==> src/rtl/ir_pkg.sv <==
// ir_pkg: shared state encoding, reading type and channel limit for the IR sample controller
package ir_pkg;
   localparam int IR_MAX_CH = 8;
   localparam int IR_DATA_W = 12;
   typedef logic [IR_DATA_W-1:0] ir_rd_t;
   typedef enum logic [2:0] {IDLE, DARK_REQ, DARK_WAIT, SETTLE, REQ, WAIT, DONE} state_t;
endpackage

==> src/rtl/ir_a2d_handshake.sv <==
// ir_a2d_handshake: one A2D conversion per request state, with timeout abort
module ir_a2d_handshake import ir_pkg::*; #(
   parameter int DATA_W      = IR_DATA_W,
   parameter int CNV_TIMEOUT = 255
) (
   input  logic              clk,
   input  logic              rst,
   input  logic              req,
   input  logic              busy,
   input  logic [2:0]        ch,
   input  logic              cnv_cmplt,
   input  logic [DATA_W-1:0] res,
   output logic              strt_cnv,
   output logic [2:0]        chnl,
   output logic              a2d_err,
   output logic              done,
   output logic [DATA_W-1:0] rd
);
   localparam int TW = $clog2(CNV_TIMEOUT + 1);
   // first wait cycle holds 0, so the abort lands CNV_TIMEOUT cycles after strt_cnv
   localparam logic [TW-1:0] TMO_LAST = TW'(CNV_TIMEOUT - 1);
   logic [TW-1:0] tmo;
   always_ff @(posedge clk)
      if (rst || req) tmo <= '0;
      else if (busy) tmo <= tmo + 1'b1;
   assign strt_cnv = req;
   assign chnl     = ch;
   assign done     = busy && cnv_cmplt;
   assign a2d_err  = busy && !cnv_cmplt && tmo == TMO_LAST;
   assign rd       = res;
endmodule

==> src/rtl/ir_sample_ctrl.sv <==
// ir_sample_ctrl: periodic IR channel sweep into a shadow-banked reading store.
// IR_AMBIENT_CANCEL_EN adds a dark pass and stores lit minus dark, clamped at 0.
module ir_sample_ctrl import ir_pkg::*; #(
   parameter int NUM_CH        = 8,
   parameter int DATA_W        = IR_DATA_W,
   parameter int SAMPLE_PERIOD = 50000,
   parameter int SETTLE_CYC    = 256,
   parameter int CNV_TIMEOUT   = 255
) (
   input  logic              clk,
   input  logic              rst,
   input  logic              en,
   output logic              strt_cnv,
   output logic [2:0]        chnl,
   input  logic              cnv_cmplt,
   input  logic [DATA_W-1:0] res,
   output logic              IR_en,
   output logic              IR_vld,
   input  logic [2:0]        sel,
   output logic [DATA_W-1:0] IR_val,
   output logic              a2d_err
);
   localparam int PW = $clog2(SAMPLE_PERIOD);
   localparam int SW = $clog2(SETTLE_CYC) + 1;
   localparam logic [PW-1:0] P_LAST  = PW'(SAMPLE_PERIOD - 1);
   localparam logic [SW-1:0] S_LAST  = SW'(SETTLE_CYC - 1);
   localparam logic [2:0]    CH_LAST = 3'(NUM_CH - 1);
   localparam logic [3:0]    N_CH    = 4'(NUM_CH);
`ifdef IR_AMBIENT_CANCEL_EN
   localparam state_t FIRST = DARK_REQ;
`else
   localparam state_t FIRST = SETTLE;
`endif
   state_t state, nxt;
   logic [PW-1:0] timer;
   logic [SW-1:0] settle;
   logic [2:0] ch;
   logic [DATA_W-1:0] work_bank [NUM_CH];
   logic [DATA_W-1:0] out_bank [NUM_CH];
   logic [DATA_W-1:0] rd, wr_val;
   logic done, err, last, wrap;
   assign last = ch == CH_LAST;
   assign wrap = en && timer == P_LAST;
   ir_a2d_handshake #(.DATA_W(DATA_W), .CNV_TIMEOUT(CNV_TIMEOUT)) u_hs (
      .clk(clk),
      .rst(rst),
      .req(en && (state == REQ || state == DARK_REQ)),
      .busy(en && (state == WAIT || state == DARK_WAIT)),
      .ch(ch),
      .cnv_cmplt(cnv_cmplt),
      .res(res),
      .strt_cnv(strt_cnv),
      .chnl(chnl),
      .a2d_err(err),
      .done(done),
      .rd(rd)
   );
   assign a2d_err = err;
   always_comb begin
      nxt = state;
      case (state)
         IDLE:      nxt = wrap ? FIRST : IDLE;
         DARK_REQ:  nxt = DARK_WAIT;
         DARK_WAIT: nxt = !done ? DARK_WAIT : last ? SETTLE : DARK_REQ;
         SETTLE:    nxt = settle == S_LAST ? REQ : SETTLE;
         REQ:       nxt = WAIT;
         WAIT:      nxt = !done ? WAIT : last ? DONE : REQ;
         default:   nxt = IDLE;
      endcase
      if (!en || err) nxt = IDLE;
   end
`ifdef IR_AMBIENT_CANCEL_EN
   logic [DATA_W-1:0] dark_bank [NUM_CH];
   always_ff @(posedge clk)
      if (rst) dark_bank <= '{default: '0};
      else if (done && state == DARK_WAIT) dark_bank[ch] <= rd;
   assign wr_val = rd > dark_bank[ch] ? rd - dark_bank[ch] : '0;
`else
   assign wr_val = rd;
`endif
   always_ff @(posedge clk)
      if (rst) begin
         state     <= IDLE;
         timer     <= '0;
         settle    <= '0;
         ch        <= '0;
         work_bank <= '{default: '0};
         out_bank  <= '{default: '0};
      end else begin
         state  <= nxt;
         timer  <= (!en || timer == P_LAST) ? '0 : timer + 1'b1;
         settle <= state == SETTLE ? settle + 1'b1 : '0;
         ch     <= done && !last ? ch + 1'b1 : (state == IDLE || state == SETTLE) ? '0 : ch;
         if (done && state == WAIT) work_bank[ch] <= wr_val;
         if (IR_vld) out_bank <= work_bank;
      end
   assign IR_en  = state inside {SETTLE, REQ, WAIT, DONE};
   assign IR_vld = en && state == DONE;
   assign IR_val = {1'b0, sel} < N_CH ? out_bank[sel] : '0;
endmodule
==> config.mk <==
export PLATFORM = sky130hd
export DESIGN_NAME = ir_sample_ctrl
export DESIGN_NICKNAME = d
export VERILOG_FILES = /design/src/rtl/ir_pkg.sv /design/src/rtl/ir_a2d_handshake.sv /design/src/rtl/ir_sample_ctrl.sv
export SDC_FILE = /design/constraint.sdc
export NUM_CORES = 1
export LEC_CHECK = 0
export ABC_CLOCK_PERIOD_IN_PS = 2300
export BUFFER_PORTS_ARGS = -buffer_cell sky130_fd_sc_hd__buf_4
export CORE_MARGIN = 2
export CORE_UTILIZATION = 40
export CTS_BUF_LIST = sky130_fd_sc_hd__clkbuf_16
export DETAILED_ROUTE_END_ITERATION = 10
export PLACE_DENSITY = 0.55
export SETUP_SLACK_MARGIN = 0.2
export SKIP_CTS_REPAIR_TIMING = 1
export SLEW_MARGIN = 20
export SYNTH_ARGS = -nofsm -noshare
export SYNTH_HDL_FRONTEND = slang
export SYNTH_SLANG_ARGS = --single-unit
==> constraint.sdc <==
create_clock -name clk -period 2.3 [get_ports clk]
set_input_delay 0.23 -clock clk [delete_from_list [all_inputs] [get_ports clk]]
set_output_delay 0.23 -clock clk [all_outputs]
set_load 0.02 [all_outputs]
# Yosys cells after proc, flatten, opt, wreduce, memory -nomap -nowiden
# Cells that the tools add are included.
[word_totals] register_bits=231 output_inout_bits=19
[op_classes] add_sub_neg=4 magnitude_cmp=3 eq_ne=10 muxes=15 bitwise_logic=3 n_reduce_logical=25
[ops] op="$bwmux W96" count=1
[ops] op="$bmux W12 S3" count=1
[ops] op="$demux W12 S3" count=1
[ops] op="$mux W12" count=3
[ops] op="$pmux W3 S6" count=1
[ops] op="$add A16 B1 Y16 const B" count=1
[ops] op="$eq A16 B16 Y1 const B" count=1
[ops] op="$eq A3 B3 Y1 const B" count=4
[ops] op="$logic_and A1 B1 Y1" count=10
[ops] op="$mux W2" count=5
[ops] op="$add A9 B1 Y9 const B" count=1
[ops] op="$eq A9 B8 Y1 const B" count=1
[ops] op="$mux W3" count=3
[ops] op="$add A8 B1 Y8 const B" count=1
[ops] op="$eq A8 B8 Y1 const B" count=1
[ops] op="$ge A4 B4 Y1 const B" count=2
[ops] op="$not A3 Y4" count=2
[ops] op="$eq A3 B2 Y1 const B" count=2
[ops] op="$logic_or A1 B1 Y1" count=6
[ops] op="$reduce_or A2 Y1" count=3
[ops] op="$lt A4 B1 Y1 const B" count=1
[ops] op="$reduce_bool A4 Y1" count=1
[ops] op="$add A3 B1 Y3 const B" count=1
[ops] op="$eq A3 B1 Y1 const B" count=1
[ops] op="other kinds (4)" count=6

# Depth between registers and ports, before layout
[depth] ltp_word=7 ltp_mapped=8 depth_no_buf=6

# Hierarchy
# A second synthesis with hierarchy kept.
[hier_totals] cells_unflattened=1132 hier_area_um2=9469.1
[modules_own_cells] module="ir_sample_ctrl" instances=1 cells_each=1072 area_per_inst_um2=8967.4
[modules_own_cells] module="ir_a2d_handshake" instances=1 cells_each=60 area_per_inst_um2=501.7

# Worst setup path after synthesis
# No wires, ideal clock.
[synth_path] kind="input -> output" start="in sel[0]" end="out IR_val[0]" arrival_time_ns=1.550 required_ns=2.070 setup_slack_ns=0.520 cell_stages=4 path_buffers=2 path_cell_list="buf_2 buf_2 mux4_2 mux2_2"
[synth_between] elab_chain_len=4
[synth_rtl] item="from (decl)" line="ir_sample_ctrl.sv:19" source="input logic [2:0] sel,"
[synth_rtl] item="$not A3 Y4 (not written as such)" line="ir_sample_ctrl.sv:99" source="assign IR_val = {1'b0, sel} < N_CH ? out_bank[sel] : '0;"
[synth_rtl] item="$bmux W12 S3" line="ir_sample_ctrl.sv:99"
[synth_rtl] item="$mux W12 (not written as such) (2 in a row)" line="ir_sample_ctrl.sv:99"
[synth_rtl] item="to (decl)" line="ir_sample_ctrl.sv:20" source="output logic [DATA_W-1:0] IR_val,"
# Every way passes these cells. The select of a mux whose other input is x is not followed.

# Worst setup path after layout
[layout_path] start="reg out_bank[54] in the netlist's numbering" end="out IR_val[6]"
[layout_between] elab_chain_len=3
[layout_rtl] item="from (decl)" line="ir_sample_ctrl.sv:39" source="logic [DATA_W-1:0] out_bank [NUM_CH];"
[layout_rtl] item="from (signal assigned)" line="ir_sample_ctrl.sv:95" source="if (IR_vld) out_bank <= work_bank;"
[layout_rtl] item="$bmux W12 S3" line="ir_sample_ctrl.sv:99"
[layout_rtl] item="$mux W12 (not written as such) (2 in a row)" line="ir_sample_ctrl.sv:99"
# Every way passes these cells. The select of a mux whose other input is x is not followed.

==> results_dict.tcl <==
set metrics [dict create \
    min_period_over_period_pct 87.50 \
    clock_skew_ns 0.01368 \
    finalHoldViolations 0 \
    area_delta_synth_final_pct 15.40 \
    synthSimpleGateAreaFrac_pct 18.13 \
    io_pins 38 \
    dr_wl_met3_um 1039 \
    synth_top_area_cell "dfxtp_1" \
    cts_buffers 26 \
    cts_tree "built" \
    totalWireLength_um 20810 \
    yosysWarnings 0 \
    post-route-min-period_ns 2.012 \
    nets 1053 \
    routed_via_density 4.928 \
    crit_arrival_ns 1.78 \
    vdd_ir_drop_max_mv 0.4189 \
    hold_start "res[7]" \
    yosysMostFrequentCell "dfxtp_1" \
    syn_nets 1043 \
    final-seq-area_mm2 0.004629 \
    drc 0 \
    wl_met2_um 9332 \
    drtPass1Iterations 5 \
    cp.required_ns 2.07 \
    ys_ff_latch 231 \
    ys.flop_type "dfxtp_1" \
    synth_edf_count 0 \
    syn_area_mm2 0.009423 \
    postSynthAreaPerCell_um2 9.265 \
    seq_area_frac_synth_pct 49.08 \
    drtAntennaViolNets 0 \
    power.density_mw_per_mm2 762.3 \
    cts_buffer_depth 3 \
    hpwl_um 12100 \
    io_buffers 37 \
    synthXorXnorAreaFrac_pct 2.324 \
    avgRoutedWirePerCell_um 15.24 \
    diodes 0 \
    grt_max_degree 137 \
    fmax_ghz 0.4969 \
    synth-adder-area-share_pct 0.9295 \
    slew-limit-headroom_pct 58.67 \
    synth.area.top_cells "dfxtp_1 (49%), mux2i_1 (11%), nand2_1 (8.1%), mux4_2 (5.7%), a21oi_1 (5.5%)" \
    setup_violations 0 \
    vias 6732 \
    die_area_mm2 0.02480 \
    grt_pass1_wl_um 33690 \
    multi_input_area_mm2 0.004372 \
    maxCapViolations 0 \
    clock-sinks 231 \
    topRoutingLayerUsed "met4" \
    worst_slew_pin_slew_ns 0.6199 \
    design.core.area_mm2 0.02333 \
    synth_compound_area_share_pct 6.931 \
    critPathLaunch "out_bank[54]" \
    hold_path_class "input pin to flip-flop" \
    grt_use_total_pct 16.98 \
    die-width_um 157.5 \
    htree_levels 1 \
    startpoint_type "flip-flop" \
    path_max_fanout 2 \
    async_reset_ff_share_pct 0 \
    row_count 56 \
    initial_core_util_pct 40.39 \
    gp_congestion 0.8029 \
    yosysUniqueCellTypes 51 \
    synth_top_area_share_pct 49.08 \
    rr_startpoint "ch[0]" \
    synth_top_family_by_area "simple AND/OR/NAND/NOR gates" \
    wl_met1_um 10100 \
    clk_pin_slew_ns 0.06 \
    synthMuxAreaShare_pct 17.81 \
    worstSkewPairLatency_ns 0.52 \
    syn_inst 1017 \
    p_leak_nw 4.208 \
    grt.overflow.total 0 \
    antenna_found_initial 0 \
    criticalPathCategory "flip-flop to primary output" \
    endpoint_kind "primary output" \
    synthTopCellsByCount "dfxtp_1 (231), nand2_1 (203), nor2_1 (133)" \
    rsz0062_at_grt "no" \
    maxSlewViolCount 0 \
    die_y_um 157.5 \
    drive_gt1_share_pct 14.90 \
    finalPower_mw 8.289 \
    grt_pass1_vias 6423 \
    cts-root-buf "clkbuf_16" \
    hold_slack_ns 0.02098 \
    n_fill_cell 2271 \
    drtIter0Drc 356 \
    status "completed" \
]
==> stage by stage <==
stage,setup WS [ns],util (%),setup TNS [ns],std cells,instance area [um^2]
after floorplan,0.5197,-,0,1017,9423
after global placement,0.3965,42.71,0,1312,9965
after detailed placement,0.3480,42.71,0,1312,9965
after CTS,-0.06628,46.34,-0.1273,1360,10810
after global routing,0.2100,46.61,0,1366,10870
final,0.2875,46.61,0,1366,10870
==> flip-flops by register name (all words and copies together), names as in the netlist <==
signal and count:
out_bank 96, timer 16, state 3, settle 9
work_bank 96, ch 3, u_hs.tmo 8
==> path summary, 6_finish.rpt <==
kind / endpoint / slack [ns] / depth (start not counted)
hold reg to reg: out_bank[30] / 0.45 / 2
setup / recovery: IR_val[6] / 0.29 / 3
hold / removal: work_bank[31] / 0.02 / 3
setup reg to reg: ch[0] / 0.46 / 6
==> critical path, cell delays in order (launching register included) <==
cell,delay (ns)
dfxtp_1,0.31
mux4_2,0.45
mux2_2,0.32
buf_4,0.17
==> layout make-up <==
| cell class | count | area share [%] |
|---|---|---|
| Clock buffer | 27 | 6.213 |
| Sequential cell | 231 | 42.57 |
| Inverter | 14 | 0.5523 |
| Timing Repair Buffer | 65 | 5.212 |
| Clock inverter | 21 | 1.576 |
| Tap cell | 319 | 3.670 |
| Multi-Input combinational cell | 689 | 40.20 |
==> power breakdown <==
part           leakage, nW  total [mW]  switching [mW]  internal (mW)
sequential            1.86        4.00         0.00151           4.00
combinational         1.91       0.194           0.133         0.0612
clock                0.434        4.09            1.64           2.45
total                 4.21        8.29            1.78           6.51
==> metal layers <==
layer | vias up | GRT usage (%)
met2 | 117 | 27.14
met5 | - | 0
met3 | 28 | 3.249
li1 | 3442 | -
met1 | 3145 | 23.69
met4 | 0 | 4.156
==> cell usage in the layout (no fill, tap or decap), types with 11 or more instances in the layout <==
cell / n
buf_4: 58
inv_1: 15
mux2_2: 13
dfxtp_1: 229
nand4_1: 11
mux4_2: 24
mux2i_1: 99
nor2_1: 133
a21oi_1: 104
clkbuf_16: 27
xnor2_1: 18
nand2_1: 203
==> kinds of logic (layout without fill, tap and decap cells) <==
group,Yosys count,count (layout)
xor gates and xnor gates,25,25
DFF,231,231
muxes,136,136
and+or+nand+nor,399,399
buffers and inverters,97,127
AOI/OAI and AO/OA,122,122
adders and majority gates,7,7
No activity file was read; power rests on OpenSTA's default activity.
